--- config.mk ---
export PLATFORM = sky130hd
export DESIGN_NAME = compare_sched
export DESIGN_NICKNAME = d
export VERILOG_FILES = /design/src/rtl/compare_sched_pkg.sv /design/src/rtl/compare_sched.sv
export SDC_FILE = /design/constraint.sdc
export NUM_CORES = 1
export LEC_CHECK = 0
export ABC_AREA = 1
export CORE_MARGIN = 2
export CORE_UTILIZATION = 30
export CTS_BUF_LIST = sky130_fd_sc_hd__clkbuf_4
export CTS_CLUSTER_DIAMETER = 80
export DETAILED_ROUTE_END_ITERATION = 10
export SLEW_MARGIN = 0
export SYNTH_ARGS = -nofsm -noshare
export SYNTH_HDL_FRONTEND = slang
export SYNTH_SLANG_ARGS = --single-unit
--- constraint.sdc ---
create_clock -name clk -period 2.4 [get_ports clk]
set_clock_uncertainty 0.05 [all_clocks]
set_input_delay 0.48 -clock clk [delete_from_list [all_inputs] [get_ports clk]]
set_output_delay 0.48 -clock clk [all_outputs]
set_load 0.02 [all_outputs]
--- src/rtl/compare_sched_pkg.sv ---
// compare_sched_pkg: shared types and field layout for the compare sequencer.
// Threshold word: [23] plus sign, [22:12] plus value, [11] minus sign, [10:0] minus value.
package compare_sched_pkg;

    typedef enum logic [2:0] {
        IDLE,
        FETCH,
        LSET,
        LPULSE,
        FEED,
        WAIT,
        CAP,
        OUT
    } state_t;

    localparam int THR_W    = 24;
    localparam int WIN_W    = 63;
    localparam int SAMPLE_W = 9;
    localparam int N_SAMPLE = WIN_W / SAMPLE_W;

    localparam int THR_PSGN    = 23;
    localparam int THR_PVAL_HI = 22;
    localparam int THR_PVAL_LO = 12;
    localparam int THR_MSGN    = 11;
    localparam int THR_MVAL_HI = 10;
    localparam int THR_MVAL_LO = 0;

endpackage

--- src/rtl/compare_sched.sv ---
// compare_sched: time-shares one threshold compare block across NUM_CH channels.
// Optional stall counter output enabled by COMPARE_SCHED_STALL_CNT_EN.
module compare_sched
    import compare_sched_pkg::*;
#(
    parameter int NUM_CH  = 32,
    parameter int ADDR_W  = 5,
    parameter int CMP_LAT = 2
) (
    input  logic              clk,
    input  logic              rst_n,
    input  logic              start,
    output logic              busy,
    output logic              done,
`ifdef COMPARE_SCHED_STALL_CNT_EN
    output logic [15:0]       stall_cnt,
`endif
    output logic              thr_rd_en,
    output logic [ADDR_W-1:0] thr_rd_addr,
    input  logic [THR_W-1:0]  thr_rd_data,
    input  logic              win_valid,
    output logic              win_ready,
    input  logic [WIN_W-1:0]  win_data,
    output logic [WIN_W-1:0]  cmp_data,
    output logic [THR_W-1:0]  cmp_thr,
    output logic              cmp_loadthr,
    input  logic              cmp_binary,
    output logic              res_valid,
    input  logic              res_ready,
    output logic [NUM_CH-1:0] res_data
);

    localparam int WC_W = (CMP_LAT > 1) ? $clog2(CMP_LAT) : 1;

    state_t            state;
    state_t            state_n;
    logic [ADDR_W-1:0] ch;
    logic [WC_W-1:0]   wait_cnt;
    logic              win_hs;
    logic              res_hs;
    logic              last_ch;
    logic              wait_end;

    assign win_hs      = win_valid && win_ready;
    assign res_hs      = res_valid && res_ready;
    assign last_ch     = (ch == ADDR_W'(NUM_CH - 1));
    assign wait_end    = (wait_cnt == WC_W'(CMP_LAT - 1));
    assign thr_rd_addr = ch;

    always_ff @(posedge clk or negedge rst_n) begin
        if (!rst_n) begin
            state <= IDLE;
        end else begin
            state <= state_n;
        end
    end

    always_comb begin
        state_n = state;
        unique case (state)
            IDLE:    if (start) state_n = FETCH;
            FETCH:   state_n = LSET;
            LSET:    state_n = LPULSE;
            LPULSE:  state_n = FEED;
            FEED:    if (win_hs) state_n = WAIT;
            WAIT:    if (wait_end) state_n = CAP;
            CAP:     state_n = last_ch ? OUT : FETCH;
            OUT:     if (res_hs) state_n = IDLE;
            default: state_n = IDLE;
        endcase
    end

    // Strobes decode the next state so every output comes straight off a flop.
    always_ff @(posedge clk or negedge rst_n) begin
        if (!rst_n) begin
            busy        <= 1'b0;
            done        <= 1'b0;
            thr_rd_en   <= 1'b0;
            cmp_loadthr <= 1'b0;
            win_ready   <= 1'b0;
            res_valid   <= 1'b0;
        end else begin
            busy        <= (state_n != IDLE);
            done        <= (state == OUT) && res_hs;
            thr_rd_en   <= (state_n == FETCH);
            cmp_loadthr <= (state_n == LPULSE);
            win_ready   <= (state_n == FEED);
            res_valid   <= (state_n == OUT);
        end
    end

    always_ff @(posedge clk or negedge rst_n) begin
        if (!rst_n) begin
            ch       <= '0;
            wait_cnt <= '0;
            cmp_data <= '0;
            cmp_thr  <= '0;
            res_data <= '0;
        end else begin
            unique case (state)
                IDLE: begin
                    if (start) begin
                        ch       <= '0;
                        res_data <= '0;
                    end
                end
                LSET: cmp_thr <= thr_rd_data;
                FEED: begin
                    if (win_hs) begin
                        cmp_data <= win_data;
                        wait_cnt <= '0;
                    end
                end
                WAIT: wait_cnt <= wait_cnt + 1'b1;
                CAP: begin
                    res_data[ch] <= cmp_binary;
                    if (!last_ch) ch <= ch + 1'b1;
                end
                default: ;
            endcase
        end
    end

`ifdef COMPARE_SCHED_STALL_CNT_EN
    logic stall_inc;

    assign stall_inc = ((state == FEED) && !win_valid) ||
                       ((state == OUT) && !res_ready);

    always_ff @(posedge clk or negedge rst_n) begin
        if (!rst_n) begin
            stall_cnt <= '0;
        end else if ((state == IDLE) && start) begin
            stall_cnt <= '0;
        end else if (stall_inc && (stall_cnt != 16'hFFFF)) begin
            stall_cnt <= stall_cnt + 16'd1;
        end
    end
`endif

endmodule

After elaboration in Yosys (flattened, before gate mapping)
Index checks and enable logic that the tools add are counted.
{"block": "word_totals", "reg_bits": 134, "input_bits": 93, "out_inout_bits": 130, "elab_cells": 59}
{"block": "op_classes", "n_addsub": 2, "magnitude_cmp": 2, "eq_ne": 15, "n_mux": 16, "reduce_logical": 12}
{"cell": "$pmux W32 S2", "count": 1}
{"cell": "$bwmux W32", "count": 1}
{"cell": "$mux W32", "count": 1}
{"cell": "$pmux W3 S8", "count": 1}
{"cell": "$eq A3 B3 Y1 const B", "count": 6}
{"cell": "$mux W3", "count": 5}
{"cell": "$mux W5", "count": 2}
{"cell": "$pmux W5 S2", "count": 1}
{"cell": "$eq A3 B2 Y1 const B", "count": 3}
{"cell": "$eq A3 B1 Y1 const B", "count": 2}
{"cell": "$lt A5 B6 Y1 const B", "count": 1}
{"cell": "$ne A2 B2 Y1 const B", "count": 3}
{"cell": "$reduce_and A2 Y1", "count": 3}
{"cell": "$add A5 B1 Y5 const B", "count": 1}
{"cell": "$demux W1 S5", "count": 1}
{"cell": "$eq A5 B5 Y1 const B", "count": 1}
{"cell": "$ge A5 B1 Y1 const B", "count": 1}
{"cell": "$logic_and A1 B1 Y1", "count": 4}
{"cell": "$reduce_bool A2 Y1", "count": 2}
{"cell": "$logic_not A3 Y1", "count": 1}
{"cell": "$reduce_and A3 Y1", "count": 1}
{"cell": "$reduce_bool A3 Y1", "count": 1}
{"cell": "$mux W1", "count": 2}
{"cell": "$pmux W1 S2", "count": 1}
{"cell": "$add A1 B1 Y1 const B", "count": 1}

Logic depth before layout (Yosys ltp)
{"block": "depth", "word_depth": 6, "ltp_mapped": 8, "depth_no_buf": 8}

Worst setup path before layout
No wires, ideal clock.
{"block": "synth_timing", "path_kind": "register to register", "start": "reg ch[1] (netlist: thr_rd_addr[1])", "end": "reg win_ready", "setup_time_ns": 0.080, "arrival_time_ns": 1.783, "required_time_ns": 2.270, "setup_slack_ns": 0.486, "stages_incl_launch_ff": 9, "path_buffers": 0, "period_less_slack_ns": 1.914, "cell_sequence": "dfrtp_1 ha_1 clkinv_1 nor3_1 ha_1 nand4_1 nand2_1 nor2_1 nor3_2"}
{"block": "synth_between", "elab_chain_cells": 4}
{"item": "from (decl)", "line": "compare_sched.sv:37", "rtl": "logic [ADDR_W-1:0] ch;"}
{"item": "from (signal assigned)", "line": "compare_sched.sv:117", "rtl": "if (!last_ch) ch <= ch + 1'b1;"}
{"item": "$eq A5 B5 Y1", "line": "compare_sched.sv:46", "rtl": "assign last_ch = (ch == ADDR_W'(NUM_CH - 1));"}
{"item": "$mux W3", "line": "compare_sched.sv:67", "rtl": "CAP: state_n = last_ch ? OUT : FETCH;"}
{"item": "$pmux W3 S8", "line": "compare_sched.sv:60", "rtl": "unique case (state)"}
{"item": "$eq A3 B3 Y1", "line": "compare_sched.sv:87", "rtl": "win_ready <= (state_n == FEED);"}
{"item": "to (signal assigned)", "line": "compare_sched.sv:87"}
{"item": "to (decl)", "line": "compare_sched.sv:22", "rtl": "output logic win_ready,"}
Every way passes these cells.
A chain may end at the register's enable or synchronous reset.

Worst setup path in the final report
{"block": "layout_timing", "start": "reg ch[3] (netlist: thr_rd_addr[3])", "end": "out thr_rd_addr[3]"}
{"item": "to (decl)", "line": "compare_sched.sv:19", "rtl": "output logic [ADDR_W-1:0] thr_rd_addr,"}
No word-level cell between the ends.

==> run_results.csv <==
group,metric,value,unit
grt,grt_use_met2,0.247,
setup_path,reg2reg_slack,580,ps
yosys,yosysTopAreaCell,"dfrtp_1",
floorplan,die_y,143,µm
yosys,synth_top_family_by_area,"simple AND/OR/NAND/NOR gates",
setup_path,crit_buf_inv,1,
finish,area_growth,48.6,%
hold_path,hold_class,"in2async",
grt,grt.total_usage,0.157,
yosys,seq_area_frac_synth,0.582,
yosys,syn_area_per_cell,8.59,µm²
detailed_routing,vias_per_cell,4.45,
yosys,synthDistinctLibCells,29,
sta,setup-tns-final,0,ps
sta,fin_crit,2260,ps
yosys,synth.most_common_cell,"nand2_1",
yosys,synthAdderAreaFrac,0.0109,
grt,grt_max_degree,64,
grt,grt_antenna_before_repair,1,
clocking,cts_tree,"done",
sta,max_clock_freq,0.443,GHz
yosys,ys_warn_count,0,
sta,rsz0062_at_grt,"no",
place,gp_routability_congestion,0.741,
yosys,synth_compound_area_frac,0.0397,
setup_path,critical_path.max_stage_delay,670,ps
yosys,synth_commonest_cells,"nand2_1, dfrtp_1, nand3_1, nor2_1, o21ai_0",
clocking,cts_root_buf,"clkbuf_4",
grt,grt_overflow,0,
detailed_routing,routed_wl,15900,µm
clocking,cts_sinks,134,
power_and_ir_drop,power_leakage,4.18,nW
sta,slew_headroom,0.624,
place,port_buffers,222,
yosys,netlist_instances,671,
finish,fillerInstances,1877,
finish,layout-drive-gt1-share,0.0728,
setup_path,critical-path-top-delay-family,"buffers and inverters",
yosys,synth_top_area_share,0.582,
power_and_ir_drop,power_density,1000,mW/mm²
setup_path,crit_arrival,1730,ps
floorplan,ios,223,
sta,finalHoldViolCount,0,
sta,setup_viol,0,
floorplan,dieArea,0.0203,mm²
yosys,synthTopCellsByArea,"dfrtp_1, nand2_1, nand3_1",
setup_path,critPathKind,"reg2out",
clocking,cts-buffers-inserted,17,
finish,nets,992,
detailed_routing,drc,0,
clocking,cts.clk_slew.worst_paths,140,ps
place,hpwl,11000,µm
clocking,htreeDepth,4,
setup_path,required,1870,ps
sta,drv_slew,0,
yosys,synth-simple-area-share,0.313,
detailed_routing,routed-via-count,5078,
setup_path,start_kind,"flop",
clocking,clk_latency,530,ps
setup_path,crit_path_end_kind,"primary output",
yosys,synth_edf_count,0,
run_status,status,"finished, final reports clean",
setup_path,slowest_stage,"clkdlybuf4s50_1",
setup_path,path_max_fanout,8,
yosys,ys_seq_elements,134,
floorplan,start_util,0.307,
detailed_routing,first_pass_iters,4,
floorplan,rows,50,
sta,tightest_slew,565,ps
detailed_routing,drt_iter0_drc,210,
grt,met1_usage,0.203,
finish,fin_util,0.456,
yosys,synth_xor_area_frac,0.00152,
setup_path,path_cells,"clkdlybuf4s50_1",
yosys,synthFlopType,"dfrtp_1",
floorplan,core_region_area,0.0188,mm²
floorplan,die_w,143,µm
yosys,syn_area,0.00576,mm²
run,maxCapViolCount,0,
clocking,clockBufferDepth,2,
sta,period_share,0.940,
yosys,syn-num-nets,769,
power_and_ir_drop,ir_drop,0.355,mV
grt,grt-busiest-layer,"met2",
grt,grt_pass1_vias,4908,
detailed_routing,wl_per_cell,13.9,µm
yosys,async_reset_ff_frac,1.00,
detailed_routing,ant_nets,0,
grt,grt_pass1_wl,25100,µm
clocking,cts_setup_buffers,0,
grt,grt_use_met3,0.0478,
yosys,synthMuxAreaShare,0,
## cell usage in the layout (no fill, tap or decap)
master / n
buf_12: 3
buf_4: 9
buf_6: 1
bufinv_16: 5
clkbuf_4: 17
clkdlybuf4s50_1: 221
clkinv_1: 4
clkinv_4: 5
dfrtp_1: 134
diode_2: 1
dlygate4sd3_1: 1
ha_1: 5
inv_1: 9
inv_2: 4
inv_4: 1
inv_6: 3
inv_8: 2
nand2_1: 342
nand2_2: 4
nand2_4: 1
nand3_1: 41
nand3_2: 2
nand3_4: 1
nand4_1: 2
nor2_1: 38
nor2_2: 1
nor2_4: 4
nor2_8: 1
nor3_1: 1
nor3_2: 1
o21ai_0: 20
o21ai_1: 18
o21ai_4: 1
o31ai_1: 3
or2_1: 1
xor2_1: 1
## final timing paths
kind	start	to	cells past startpoint
hold / removal	rst_n	cmp_data[10]	2
max in group asynchronous	rst_n	thr_rd_addr[0]	3
min in group clk	win_data[33]	cmp_data[33]	3
hold reg to reg	cmp_data[35]	cmp_data[35]	2
setup reg to reg	thr_rd_addr[3]	win_ready	7
setup / recovery	thr_rd_addr[3]	thr_rd_addr[3]	1
## kinds of logic after synthesis
| family | count (synthesis) |
|---|---|
| and+or+nand+nor | 440 |
| DFF | 134 |
| buffers and inverters | 49 |
| AOI/OAI and AO/OA | 42 |
| adders and majority gates | 5 |
| xor gates and xnor gates | 1 |
## area by class of cell
class                           count  area [µm²]  area share
Tap cell                          234         293      0.0342
Multi-Input combinational cell    488        2110       0.247
Clock buffer                       17         128      0.0149
Sequential cell                   134        3350       0.392
Inverter                           18        70.1     0.00818
Antenna cell                        1        2.50    0.000292
Timing Repair Buffer              235        2360       0.276
Clock inverter                     15         243      0.0284
## state kept, by name, summed over array words and instances, names as in the netlist
| register | cells |
|---|---|
| thr_rd_en | 1 |
| res_valid | 1 |
| wait_cnt | 1 |
| busy | 1 |
| win_ready | 1 |
| cmp_data | 63 |
| cmp_loadthr | 1 |
| state | 3 |
| done | 1 |
| thr_rd_addr | 5 |
| cmp_thr | 24 |
| res_data | 32 |
## per-stage QoR
stage | total power [mW] | hold slack [ps] | instance area, µm² | worst slack, ps | std cells
floorplan | 5.17 | 134 | 5760 | 486 | 671
global placement | 6.75 | 403 | 8180 | 494 | 1108
detailed placement | 6.78 | 407 | 8180 | 481 | 1108
CTS | 8.74 | 330 | 8560 | 52.1 | 1141
global route | 9.21 | 320 | 8560 | 20.2 | 1142
finish | 8.58 | 398 | 8560 | 143 | 1142
## power breakdown
part	switching, mW	internal (mW)
logic	2.03	1.49
clock network	0.938	0.963
registers	0.357	2.81
## timing repair
action	CTS	global route
endpoints found under the hold margin	53	0
resized for setup	0	0
setup endpoints to repair	0	0
hold buffers	1	0
## metal layers
layer / vias to the layer above / part of all wire
li1: 2554 / -
met1: 2349 / 0.45
met2: 155 / 0.47
met3: 20 / 0.061
met4: 0 / 0.021
met5: - / 0
No activity file was read; power rests on OpenSTA's default activity.
